<file path="src/rtl/mips_multicycle_ctrl_if.sv">
`default_nettype none
// ============================================================================
// Module      : mips_multicycle_ctrl_if
// Description : Shared-memory handshake between the multicycle MIPS control
//               unit (master) and the instruction/data memory (slave).
// Revision    : 1.0  initial release
// ============================================================================
interface mips_multicycle_ctrl_if;
    logic mem_read;     // read request for the current cycle
    logic mem_write;    // write request for the current cycle
    logic iord;         // 0 = instruction address (PC), 1 = data address
    logic mem_ready;    // 1 = the current read/write completes this cycle

    modport master (
        output mem_read,
        output mem_write,
        output iord,
        input  mem_ready
    );

    modport slave (
        input  mem_read,
        input  mem_write,
        input  iord,
        output mem_ready
    );
endinterface
`default_nettype wire

</file>
<file path="src/rtl/mips_multicycle_ctrl.sv">
`default_nettype none
// ============================================================================
// Module      : mips_multicycle_ctrl
// Description : Multicycle MIPS control FSM (lw, sw, R-type, beq, j and
//               optionally addi) with a shared-memory ready handshake, a
//               per-instruction completion pulse and a sticky illegal-opcode
//               flag. Define MIPS_CTRL_ADDI_EN to build addi support
//               (ADDIEX/ADDIWB states, opcode 001000 legal).
// Revision    : 1.0  initial release
// ============================================================================
module mips_multicycle_ctrl (
    input  wire logic               clk,
    input  wire logic               reset,      // asynchronous, active-low
    input  wire logic [5:0]         opcode,
    mips_multicycle_ctrl_if.master  mem,
    output logic                    pc_write,
    output logic                    pc_write_cond,
    output logic                    ir_write,
    output logic                    mem_to_reg,
    output logic                    reg_dst,
    output logic                    reg_write,
    output logic                    alu_src_a,
    output logic [1:0]              alu_src_b,
    output logic [1:0]              alu_op,
    output logic [1:0]              pc_source,
    output logic [3:0]              state,
    output logic                    instr_done,
    output logic                    illegal_op
);

    localparam logic [5:0] OP_RTYPE = 6'b000000;
    localparam logic [5:0] OP_LW    = 6'b100011;
    localparam logic [5:0] OP_SW    = 6'b101011;
    localparam logic [5:0] OP_BEQ   = 6'b000100;
    localparam logic [5:0] OP_J     = 6'b000010;
`ifdef MIPS_CTRL_ADDI_EN
    localparam logic [5:0] OP_ADDI  = 6'b001000;
`endif

    typedef enum logic [3:0] {
        FETCH  = 4'd0,
        DECODE = 4'd1,
        MEMADR = 4'd2,
        MEMRD  = 4'd3,
        MEMWB  = 4'd4,
        MEMWR  = 4'd5,
        EXEC   = 4'd6,
        ALUWB  = 4'd7,
        BRANCH = 4'd8,
`ifdef MIPS_CTRL_ADDI_EN
        ADDIEX = 4'd9,
        ADDIWB = 4'd10,
`endif
        JUMP   = 4'd11
    } state_t;

    state_t state_q;
    state_t state_d;
    logic   illegal_q;
    logic   set_illegal;

    // State register; reset abandons any instruction in flight and returns to FETCH.
    always_ff @(posedge clk or negedge reset) begin
        if (!reset) begin
            state_q <= FETCH;
        end else begin
            state_q <= state_d;
        end
    end

    // Sticky illegal-opcode flag, cleared only by reset.
    always_ff @(posedge clk or negedge reset) begin
        if (!reset) begin
            illegal_q <= 1'b0;
        end else if (set_illegal) begin
            illegal_q <= 1'b1;
        end
    end

    // Next-state and Moore/ready-qualified control decode.
    always_comb begin
        state_d       = FETCH;
        set_illegal   = 1'b0;
        pc_write      = 1'b0;
        pc_write_cond = 1'b0;
        ir_write      = 1'b0;
        mem_to_reg    = 1'b0;
        reg_dst       = 1'b0;
        reg_write     = 1'b0;
        alu_src_a     = 1'b0;
        alu_src_b     = 2'b00;
        alu_op        = 2'b00;
        pc_source     = 2'b00;
        instr_done    = 1'b0;
        mem.mem_read  = 1'b0;
        mem.mem_write = 1'b0;
        mem.iord      = 1'b0;

        case (state_q)
            FETCH: begin
                mem.mem_read = 1'b1;
                alu_src_b    = 2'b01;
                // PC+4 and IR load only on the completing cycle, never during reset
                ir_write     = mem.mem_ready & reset;
                pc_write     = mem.mem_ready & reset;
                state_d      = mem.mem_ready ? DECODE : FETCH;
            end
            DECODE: begin
                alu_src_b = 2'b11;
                case (opcode)
                    OP_LW, OP_SW: state_d = MEMADR;
                    OP_RTYPE:     state_d = EXEC;
                    OP_BEQ:       state_d = BRANCH;
                    OP_J:         state_d = JUMP;
`ifdef MIPS_CTRL_ADDI_EN
                    OP_ADDI:      state_d = ADDIEX;
`endif
                    default: begin
                        state_d     = FETCH;
                        set_illegal = 1'b1;
                    end
                endcase
            end
            MEMADR: begin
                alu_src_a = 1'b1;
                alu_src_b = 2'b10;
                state_d   = (opcode == OP_LW) ? MEMRD : MEMWR;
            end
            MEMRD: begin
                mem.mem_read = 1'b1;
                mem.iord     = 1'b1;
                state_d      = mem.mem_ready ? MEMWB : MEMRD;
            end
            MEMWB: begin
                reg_write  = 1'b1;
                mem_to_reg = 1'b1;
                instr_done = 1'b1;
                state_d    = FETCH;
            end
            MEMWR: begin
                mem.mem_write = 1'b1;
                mem.iord      = 1'b1;
                instr_done    = mem.mem_ready;
                state_d       = mem.mem_ready ? FETCH : MEMWR;
            end
            EXEC: begin
                alu_src_a = 1'b1;
                alu_op    = 2'b10;
                state_d   = ALUWB;
            end
            ALUWB: begin
                reg_write  = 1'b1;
                reg_dst    = 1'b1;
                instr_done = 1'b1;
                state_d    = FETCH;
            end
            BRANCH: begin
                alu_src_a     = 1'b1;
                alu_op        = 2'b01;
                pc_write_cond = 1'b1;
                pc_source     = 2'b01;
                instr_done    = 1'b1;
                state_d       = FETCH;
            end
            JUMP: begin
                pc_write   = 1'b1;
                pc_source  = 2'b10;
                instr_done = 1'b1;
                state_d    = FETCH;
            end
`ifdef MIPS_CTRL_ADDI_EN
            ADDIEX: begin
                alu_src_a = 1'b1;
                alu_src_b = 2'b10;
                state_d   = ADDIWB;
            end
            ADDIWB: begin
                reg_write  = 1'b1;
                instr_done = 1'b1;
                state_d    = FETCH;
            end
`endif
            // Unused encodings recover to FETCH with all controls idle
            default: state_d = FETCH;
        endcase
    end

    assign state      = state_q;
    assign illegal_op = illegal_q;

endmodule
`default_nettype wire

</file>
<file path="src/flat_wrapper.sv">
// flat-port wrapper written by rule: the top's interface ports become plain ports
module mips_multicycle_ctrl_flat 
  (clk, reset, opcode, pc_write, pc_write_cond, ir_write, mem_to_reg, reg_dst, reg_write, alu_src_a, alu_src_b, alu_op, pc_source, state, instr_done, illegal_op, mem_mem_read, mem_mem_write, mem_iord, mem_mem_ready);
  mips_multicycle_ctrl_if mem_i ();
  input  wire logic clk;
  input  wire logic reset;
  input  wire logic [5:0] opcode;
  output logic pc_write;
  output logic pc_write_cond;
  output logic ir_write;
  output logic mem_to_reg;
  output logic reg_dst;
  output logic reg_write;
  output logic alu_src_a;
  output logic [1:0] alu_src_b;
  output logic [1:0] alu_op;
  output logic [1:0] pc_source;
  output logic [3:0] state;
  output logic instr_done;
  output logic illegal_op;
  output wire logic [$bits(mem_i.mem_read)-1:0] mem_mem_read;
  output wire logic [$bits(mem_i.mem_write)-1:0] mem_mem_write;
  output wire logic [$bits(mem_i.iord)-1:0] mem_iord;
  input wire logic [$bits(mem_i.mem_ready)-1:0] mem_mem_ready;
  assign mem_mem_read = mem_i.mem_read;
  assign mem_mem_write = mem_i.mem_write;
  assign mem_iord = mem_i.iord;
  assign mem_i.mem_ready = mem_mem_ready;
  mips_multicycle_ctrl u_core (.clk(clk), .reset(reset), .opcode(opcode), .mem(mem_i), .pc_write(pc_write), .pc_write_cond(pc_write_cond), .ir_write(ir_write), .mem_to_reg(mem_to_reg), .reg_dst(reg_dst), .reg_write(reg_write), .alu_src_a(alu_src_a), .alu_src_b(alu_src_b), .alu_op(alu_op), .pc_source(pc_source), .state(state), .instr_done(instr_done), .illegal_op(illegal_op));
endmodule
</file>
<file path="config.mk">
export PLATFORM = sky130hd
export DESIGN_NAME = mips_multicycle_ctrl_flat
export DESIGN_NICKNAME = d
export VERILOG_FILES = /design/src/rtl/mips_multicycle_ctrl_if.sv /design/src/rtl/mips_multicycle_ctrl.sv /design/src/flat_wrapper.sv
export SDC_FILE = /design/constraint.sdc
export NUM_CORES = 1
export LEC_CHECK = 0
export CAP_MARGIN = 20
export CORE_MARGIN = 4
export CORE_UTILIZATION = 39
export CTS_BUF_LIST = sky130_fd_sc_hd__clkbuf_16
export CTS_CLUSTER_DIAMETER = 30
export DETAILED_ROUTE_END_ITERATION = 6
export GPL_TIMING_DRIVEN = 0
export PLACE_DENSITY = 0.88
export RECOVER_POWER = 25
export REMOVE_ABC_BUFFERS = 1
export SYNTH_ARGS = -nofsm -noshare
export SYNTH_HDL_FRONTEND = slang
export SYNTH_SLANG_ARGS = --single-unit
export TNS_END_PERCENT = 30
</file>
<file path="constraint.sdc">
create_clock -name clk -period 2.3 [get_ports clk]
set_input_delay 0.46 -clock clk [delete_from_list [all_inputs] [get_ports clk]]
set_output_delay 0.46 -clock clk [all_outputs]
set_load 0.05 [all_outputs]
</file>
After elaboration in Yosys (flattened, before gate mapping)
Cells that the tools add are included.
- bitwise operators: 1
- reductions and logical operators: 9
- multiplexer cells: 22
- equality and inequality tests: 13
- operator list (cell ; count):
    $pmux W4 S6 ; 1
    $eq A4 B3 Y1 const B ; 4
    $pmux W4 S4 ; 1
    $eq A6 B6 Y1 const B ; 2
    $mux W1 ; 12
    $mux W3 ; 3
    $eq A4 B2 Y1 const B ; 2
    $eq A4 B4 Y1 const B ; 2
    $pmux W2 S2 ; 2
    $reduce_or A2 Y1 ; 4
    $eq A6 B2 Y1 const B ; 1
    $eq A6 B3 Y1 const B ; 1
    $logic_not A6 Y1 ; 1
    $pmux W2 S3 ; 1
    $reduce_or A5 Y1 ; 1
    $eq A4 B1 Y1 const B ; 1
    $logic_not A4 Y1 ; 1
    $pmux W1 S2 ; 2
    $reduce_or A4 Y1 ; 1
    $reduce_or A3 Y1 ; 1
    $and A1 B1 Y1 ; 1
- register bits after elaboration: 5
- input port bits: 9
- output and inout bits: 22

Logic depth before layout (Yosys ltp)
Gate-level depths: netlist of run 1.
- depth after elaboration: 4
- mapped depth: 5
- depth with buffers taken out: 4

Worst setup path before layout of run 1
No wires, ideal clock.
- path type: register to output
- start point: register u_core.state_q[3] (netlist: u_core.state[3])
- end point: output port pc_write
- data arrival time: 2.586 ns
- stages on the path, launching flop included: 6
- buffers on the path: 1
- data required time: 1.840 ns
- slack: -0.746 ns
- path through: dfrtp_1 > buf_4 > nor2_1 > nand3_1 > nor3_1 > or2_2
- word-level cells in the longest chain between the ends: 2
- elaborated cells on any way between the ends: 3
- classes of those cells: eq/ne (1); mux (1); reduce/logical (1)
- RTL lines (item ; line ; source):
    from (decl) ; mips_multicycle_ctrl.sv:57 ; state_t state_q;
    from (signal assigned) ; mips_multicycle_ctrl.sv:67 ; state_q <= state_d;
    $eq A4 B4 Y1 or $logic_not A4 Y1 (tied branches) ; mips_multicycle_ctrl.sv:99 ; case (state_q)
    $pmux W1 S2 * ; mips_multicycle_ctrl.sv:99 ;
    to (decl) ; flat_wrapper.sv:8 ; output logic pc_write;
Every way passes the cells marked *; elsewhere a longest branch is shown, timed or not.

Worst setup path in the final report of run 1
- start point: register u_core.state_q[2] (netlist: u_core.state[2])
- end point: output port pc_write_cond
- word-level cells in the longest chain between the ends: 2
- RTL lines (item ; line ; source):
    $eq A4 B4 Y1 ; mips_multicycle_ctrl.sv:99 ;
    $mux W1 ; mips_multicycle_ctrl.sv:99 ;
    to (decl) ; flat_wrapper.sv:9 ; output logic pc_write_cond;
No other way between the ends.

==> flow_summary.json, run 1 <==
{
  "cts_buffers": 3,
  "status": "finished clean",
  "skew_ns": 0.00139,
  "remaining_drc_errors": 0,
  "worstPathArrival_ns": 1.76,
  "end_kind": "output pin",
  "cp.required_ns": 1.84,
  "die-area_um2": 2010,
  "use_met3": 0.0359,
  "grt_max_degree": 17,
  "clk_pin_slew_ns": 0.03,
  "clock_path_buffers": 2,
  "avgSynthCellArea_um2": 7.44,
  "vias": 622,
  "ys_warn_count": 0,
  "final_cell_mix": "14 x nor2_1, 13 x dlygate4sd2_1, 11 x clkdlybuf4s50_1, 6 x nand2_1, 5 x nor3_1",
  "antenna_found_initial": 0,
  "power_density_nw_per_um2": 669,
  "fin_crit_sh": 0.964,
  "dr.pass1.iters": 4,
  "via_per_inst": 5.50,
  "gr-total-overflow": 0,
  "clk_latency_ns": 0.23,
  "chipWidth_um": 44.8,
  "ys_seq_elements": 5,
  "final_nets": 109,
  "wl_per_cell_um": 14.0,
  "pre_cts_ws_ns": -0.503,
  "use_met2": 0.318,
  "cts_hold_buf": 0,
  "cts.sinks": 5,
  "ys_seq_area_frac": 0.237,
  "path_max_fanout": 16,
  "htree_levels": 1,
  "worstMarginPinSlew_ns": 0.507,
  "grt_setup_unrepaired": "true",
  "cts_tree": "done",
  "final_antenna_net_count": 0,
  "num_rows": 12,
  "grt_pass1_vias": 555,
  "root_buffer": "clkbuf_16",
  "coreArea_um2": 1190,
  "post_cts_buffers": 0,
  "p_total_mw": 0.581,
  "cap_violations": 0,
  "grt_most_used_layer": "met2",
  "gp_congestion": 0.820,
  "min_path_type": "input port to asynchronous set/reset pin",
  "netlist_area_um2": 528,
  "io_buffers": 30,
  "cp_slowest_cell": "dlygate4sd2_1",
  "cp_cell_sequence": "nand2b_1, nor3_1, dlygate4sd2_1",
  "clock.fmax_ghz": 0.451,
  "drive_gt1_frac": 0.202,
  "slew_violations": 0,
  "io_pins": 31,
  "fp.dieH_um": 44.8,
  "area_growth_pct": 64.5,
  "fin_ws_ns": 0.0820,
  "hold_ws_ns": 0.223,
  "drt_wl_total_um": 1590,
  "startpoint_type": "register",
  "max_stage_delay_ns": 0.57,
  "final_common_cell": "nor2_1",
  "p_leak_nw": 0.383,
  "ys_types": 32,
  "first_iter_violations": 9,
  "setup_violations": 0,
  "initial_utilization": 0.445,
  "grt_pass1_wl_um": 2450,
  "peakVddDrop_mv": 0.490,
  "netlist_instances": 71,
  "grt_usage": 0.167,
  "met1_usage": 0.167,
  "path_class": "register to output pin",
  "diodes": 0,
  "dp_hpwl_um": 1160,
  "relSlewSlack": 0.661,
  "fin_crit_ns": 2.22,
  "hold_violations": 0
}
[worst paths after layout]
path	start	end	slack (ns)	cells after the start
max in group asynchronous	reset	u_core.state[1]	1.83	1
min in group clk	u_core.illegal_op	u_core.illegal_op	0.47	1
min	reset	u_core.state[0]	0.22	1
max reg2reg	u_core.state[1]	u_core.state[0]	0.77	4
max	u_core.state[2]	pc_write_cond	0.08	3
min reg2reg	u_core.illegal_op	u_core.illegal_op	0.47	1
[cell families (layout without fill, tap and decap cells)]
group / count (synthesis) / in the layout / synth area share
buffers and inverters: 8 / 36 / 0.0901
multiplexers: 1 / 1 / 0.0213
flip-flops: 5 / 5 / 0.237
AND/OR/NAND/NOR: 43 / 43 / 0.441
AO/OA/AOI/OAI: 12 / 12 / 0.178
XOR/XNOR: 2 / 2 / 0.0332
[sequential cells by signal (all words and copies together), names as in the netlist]
name	cells
u_core.illegal_op	1
u_core.state	4
[timing repair]
| item | 4_1_cts | 5_1_grt |
|---|---|---|
| endpoints found under the hold margin | 0 | 0 |
| endpoints found under the setup margin | 17 | 11 |
| gates cloned | 0 | 0 |
| resized for setup | 30 | 7 |
| pin swaps | 0 | 0 |
[report_power, final]
group | leakage (nW) | internal [mW] | total, mW | switching [mW]
sequential | 0.0584 | 0.0939 | 0.112 | 0.0182
clock | 0.0423 | 0.225 | 0.281 | 0.0556
combinational | 0.282 | 0.0651 | 0.188 | 0.123
[through the flow]
stage | std cells | setup TNS [ns] | util | instance area (um2)
after global routing | 113 | -0.134 | 0.732 | 868
after global placement | 109 | -1.45 | 0.679 | 806
after CTS | 113 | 0 | 0.736 | 873
final | 113 | 0 | 0.732 | 868
after detailed placement | 109 | -1.86 | 0.679 | 806
after floorplan | 65 | -9.62 | - | 488
[Yosys cell counts, drive strengths merged]
cell type | count | area, um2
inv | 2 | 7.51
o21ai | 2 | 13.8
dfrtp | 5 | 125
nor4b | 1 | 15.0
or4 | 1 | 11.3
nor3b | 1 | 7.51
a21boi | 1 | 7.51
o22a | 1 | 8.76
mux2 | 1 | 11.3
and3 | 1 | 6.26
nor2 | 14 | 52.6
nand2 | 6 | 22.5
nor3 | 5 | 25.0
o22ai | 1 | 6.26
a21o | 1 | 7.51
nor4 | 1 | 6.26
or2 | 3 | 18.8
nand3 | 3 | 15.0
a31o | 1 | 8.76
a21oi | 2 | 10.0
o221ai | 1 | 15.0
buf | 6 | 40.0
o31ai | 1 | 7.51
o41ai | 1 | 8.76
nor2b | 1 | 6.26
and2b | 1 | 7.51
xnor2 | 2 | 17.5
nand2b | 5 | 38.8
[layer usage]
layer	share of wire	wire length (um)	vias to the layer above
met1	0.38	600	282
met2	0.50	792	34
li1	-	-	302
met5	0	0	-
met4	0.013	21	0
met3	0.11	173	4
[layout make-up]
cell class | instances | area [um2]
well taps | 14 | 17.5
clock inverters | 1 | 3.75
multi-input cells | 58 | 355
clock buffers | 3 | 75.1
flip-flops and latches | 5 | 129
fillers | 95 | 318
inverters | 2 | 7.51
repair buffers | 30 | 280
[worst max-delay path, delay by kind of cell (launching register included)]
family / cells / cell delay (ns)
simple gates: 2 / 0.45
flops: 1 / 0.50
buf+inv: 1 / 0.57
(Power assumes the default switching activity.)
==> run 2, diff against run 1 <==
--- a/config.mk
+++ b/config.mk
@@ -5,6 +5,7 @@
 export SDC_FILE = /design/constraint.sdc
 export NUM_CORES = 1
 export LEC_CHECK = 0
+export ABC_CLOCK_PERIOD_IN_PS = 2300
 export CAP_MARGIN = 20
 export CORE_MARGIN = 4
 export CORE_UTILIZATION = 39
==> results of run 2 <==
Same layout as run 1: the final DEF is identical, and so are final timing and power.
==> run 3, diff against run 2 <==
--- a/config.mk
+++ b/config.mk
@@ -8,12 +8,13 @@
 export ABC_CLOCK_PERIOD_IN_PS = 2300
 export CAP_MARGIN = 20
 export CORE_MARGIN = 4
-export CORE_UTILIZATION = 39
+export CORE_UTILIZATION = 30
 export CTS_BUF_LIST = sky130_fd_sc_hd__clkbuf_16
 export CTS_CLUSTER_DIAMETER = 30
 export DETAILED_ROUTE_END_ITERATION = 6
 export GPL_TIMING_DRIVEN = 0
-export PLACE_DENSITY = 0.88
+export MAX_ROUTING_LAYER = met4
+export PLACE_DENSITY = 0.71
 export RECOVER_POWER = 25
 export REMOVE_ABC_BUFFERS = 1
 export SYNTH_ARGS = -nofsm -noshare
==> constraint.sdc (replaced) <==
create_clock -name clk -period 2.3 [get_ports clk]
set_input_delay 0.46 -clock clk [delete_from_list [all_inputs] [get_ports clk]]
set_output_delay 0.46 -clock clk [all_outputs]
set_load 0.005 [all_outputs]
==> flow_summary.json, run 3 (synthesized netlist as in run 1, its figures left out) <==
{
  "final_antenna_net_count": 0,
  "pre_cts_ws_ns": -0.157,
  "cp_cell_sequence": "nand2b_1, nor2_1, or2_2, clkdlybuf4s50_1",
  "setup_violations": 0,
  "largest_reg_flops": 4,
  "num_rows": 14,
  "final_nets": 109,
  "peakVddDrop_mv": 0.876,
  "hold_violations": 0,
  "initial_utilization": 0.335,
  "path_max_fanout": 16,
  "dpl.cell_count": 111,
  "wl_per_cell_um": 11.4,
  "cap_violations": 0,
  "grt_setup_unrepaired": "true",
  "max_stage_delay_ns": 0.54,
  "clk_latency_ns": 0.22,
  "skew_ns": 0.00154,
  "fillers": 160,
  "hold_ws_ns": 0.207,
  "gp_congestion": 0.741,
  "slew_violations": 0,
  "final_common_cell": "clkdlybuf4s50_1",
  "fin_ws_ns": 0.0456,
  "dr.pass1.iters": 4,
  "first_iter_violations": 4,
  "drt_wl_total_um": 1320,
  "path_class": "register to output pin",
  "die-area_um2": 2500,
  "worstMarginPinSlew_ns": 0.336,
  "io_buffers": 30,
  "min_path_type": "input port to asynchronous set/reset pin",
  "cp.required_ns": 1.84,
  "gr-total-overflow": 0,
  "post_cts_buffers": 0,
  "drive_gt1_frac": 0.182,
  "diodes": 0,
  "htree_levels": 1,
  "fin_crit_ns": 2.25,
  "p_total_mw": 0.507,
  "final_cell_mix": "26 x clkdlybuf4s50_1, 13 x nor2_1, 6 x nand2_1",
  "cts_tree": "done",
  "layout.cells.non_filler": 115,
  "fin_crit_sh": 0.980,
  "cp_slowest_cell": "dfrtp_2",
  "cts.sinks": 5,
  "clk_pin_slew_ns": 0.03,
  "chipWidth_um": 50.0,
  "grt_pass1_vias": 506,
  "startpoint_type": "register",
  "grt_max_degree": 17,
  "grt_pass1_wl_um": 2060,
  "status": "finished clean",
  "cts_buffers": 3,
  "grt_usage": 0.109,
  "antenna_found_initial": 0,
  "fp.dieH_um": 50.0,
  "power_density_nw_per_um2": 562,
  "vias": 592,
  "clock_path_buffers": 2,
  "p_leak_nw": 0.335,
  "clock.fmax_ghz": 0.444,
  "area_growth_pct": 70.9,
  "worstPathArrival_ns": 1.79,
  "remaining_drc_errors": 0,
  "coreArea_um2": 1580,
  "via_per_inst": 5.15,
  "end_kind": "output pin",
  "io_pins": 31,
  "relSlewSlack": 0.774,
  "dp_hpwl_um": 1020,
  "root_buffer": "clkbuf_16"
}
## run 3: changes by cell type in the layout (fill, tap and decap cells not counted), sizes merged
cell           change
clkdlybuf4s50     +15
dlygate4sd2       -11
clkdlybuf4s15      -3
clkbuf             -2
dlygate4sd3        +1
## run 3: through the flow
stage	area (um2)	TNS, ns	utilization
after floorplan	488	0	-
after global placement	808	-0.282	0.513
after detailed placement	808	-0.231	0.513
after CTS	890	-0.0120	0.564
after global routing	902	-0.129	0.572
final	902	0	0.572
## run 3: final cells by class
cell class | instances | area, um2 | share of cell area
clock inverters | 1 | 3.75 | 0.00416
clock buffers | 3 | 75.1 | 0.0832
inverters | 2 | 7.51 | 0.00832
flip-flops and latches | 5 | 130 | 0.144
repair buffers | 30 | 298 | 0.330
multi-input cells | 58 | 368 | 0.408
well taps | 16 | 20.0 | 0.0222
## run 3: power breakdown
part	internal, mW	switching, mW
logic	0.0742	0.0438
registers	0.0940	0.0194
clock network	0.225	0.0509
total	0.393	0.114
## run 3: layer usage
layer | global-route usage | share of wire | wire, um
met5 | - | 0 | 0
met4 | 0.0276 | 0.0076 | 10
met3 | 0.0512 | 0.11 | 149
met2 | 0.170 | 0.40 | 529
met1 | 0.126 | 0.47 | 624
## run 3: worst max-delay path: cells and delay by family, from the launching register on
family                 cells  cell delay, ns
buffers and inverters      1            0.44
AND/OR/NAND/NOR            3            0.58
flip-flops                 1            0.54
## run 3: path summary, 6_finish.rpt
kind | slack (ns) | startpoint | endpoint | depth (start not counted)
min | 0.21 | reset | u_core.state[0] | 1
max reg2reg | 0.82 | u_core.state[1] | u_core.state[2] | 4
min in group clk | 0.46 | u_core.illegal_op | u_core.illegal_op | 1
min reg2reg | 0.46 | u_core.illegal_op | u_core.illegal_op | 1
max | 0.05 | u_core.state[2] | pc_write | 4
max in group asynchronous | 1.87 | reset | u_core.state[3] | 1
## run 3: timing repair
item | 4_1_cts | 5_1_grt
setup endpoints to repair | 7 | 9
hold buffers | 0 | 0
resized for setup | 5 | 4
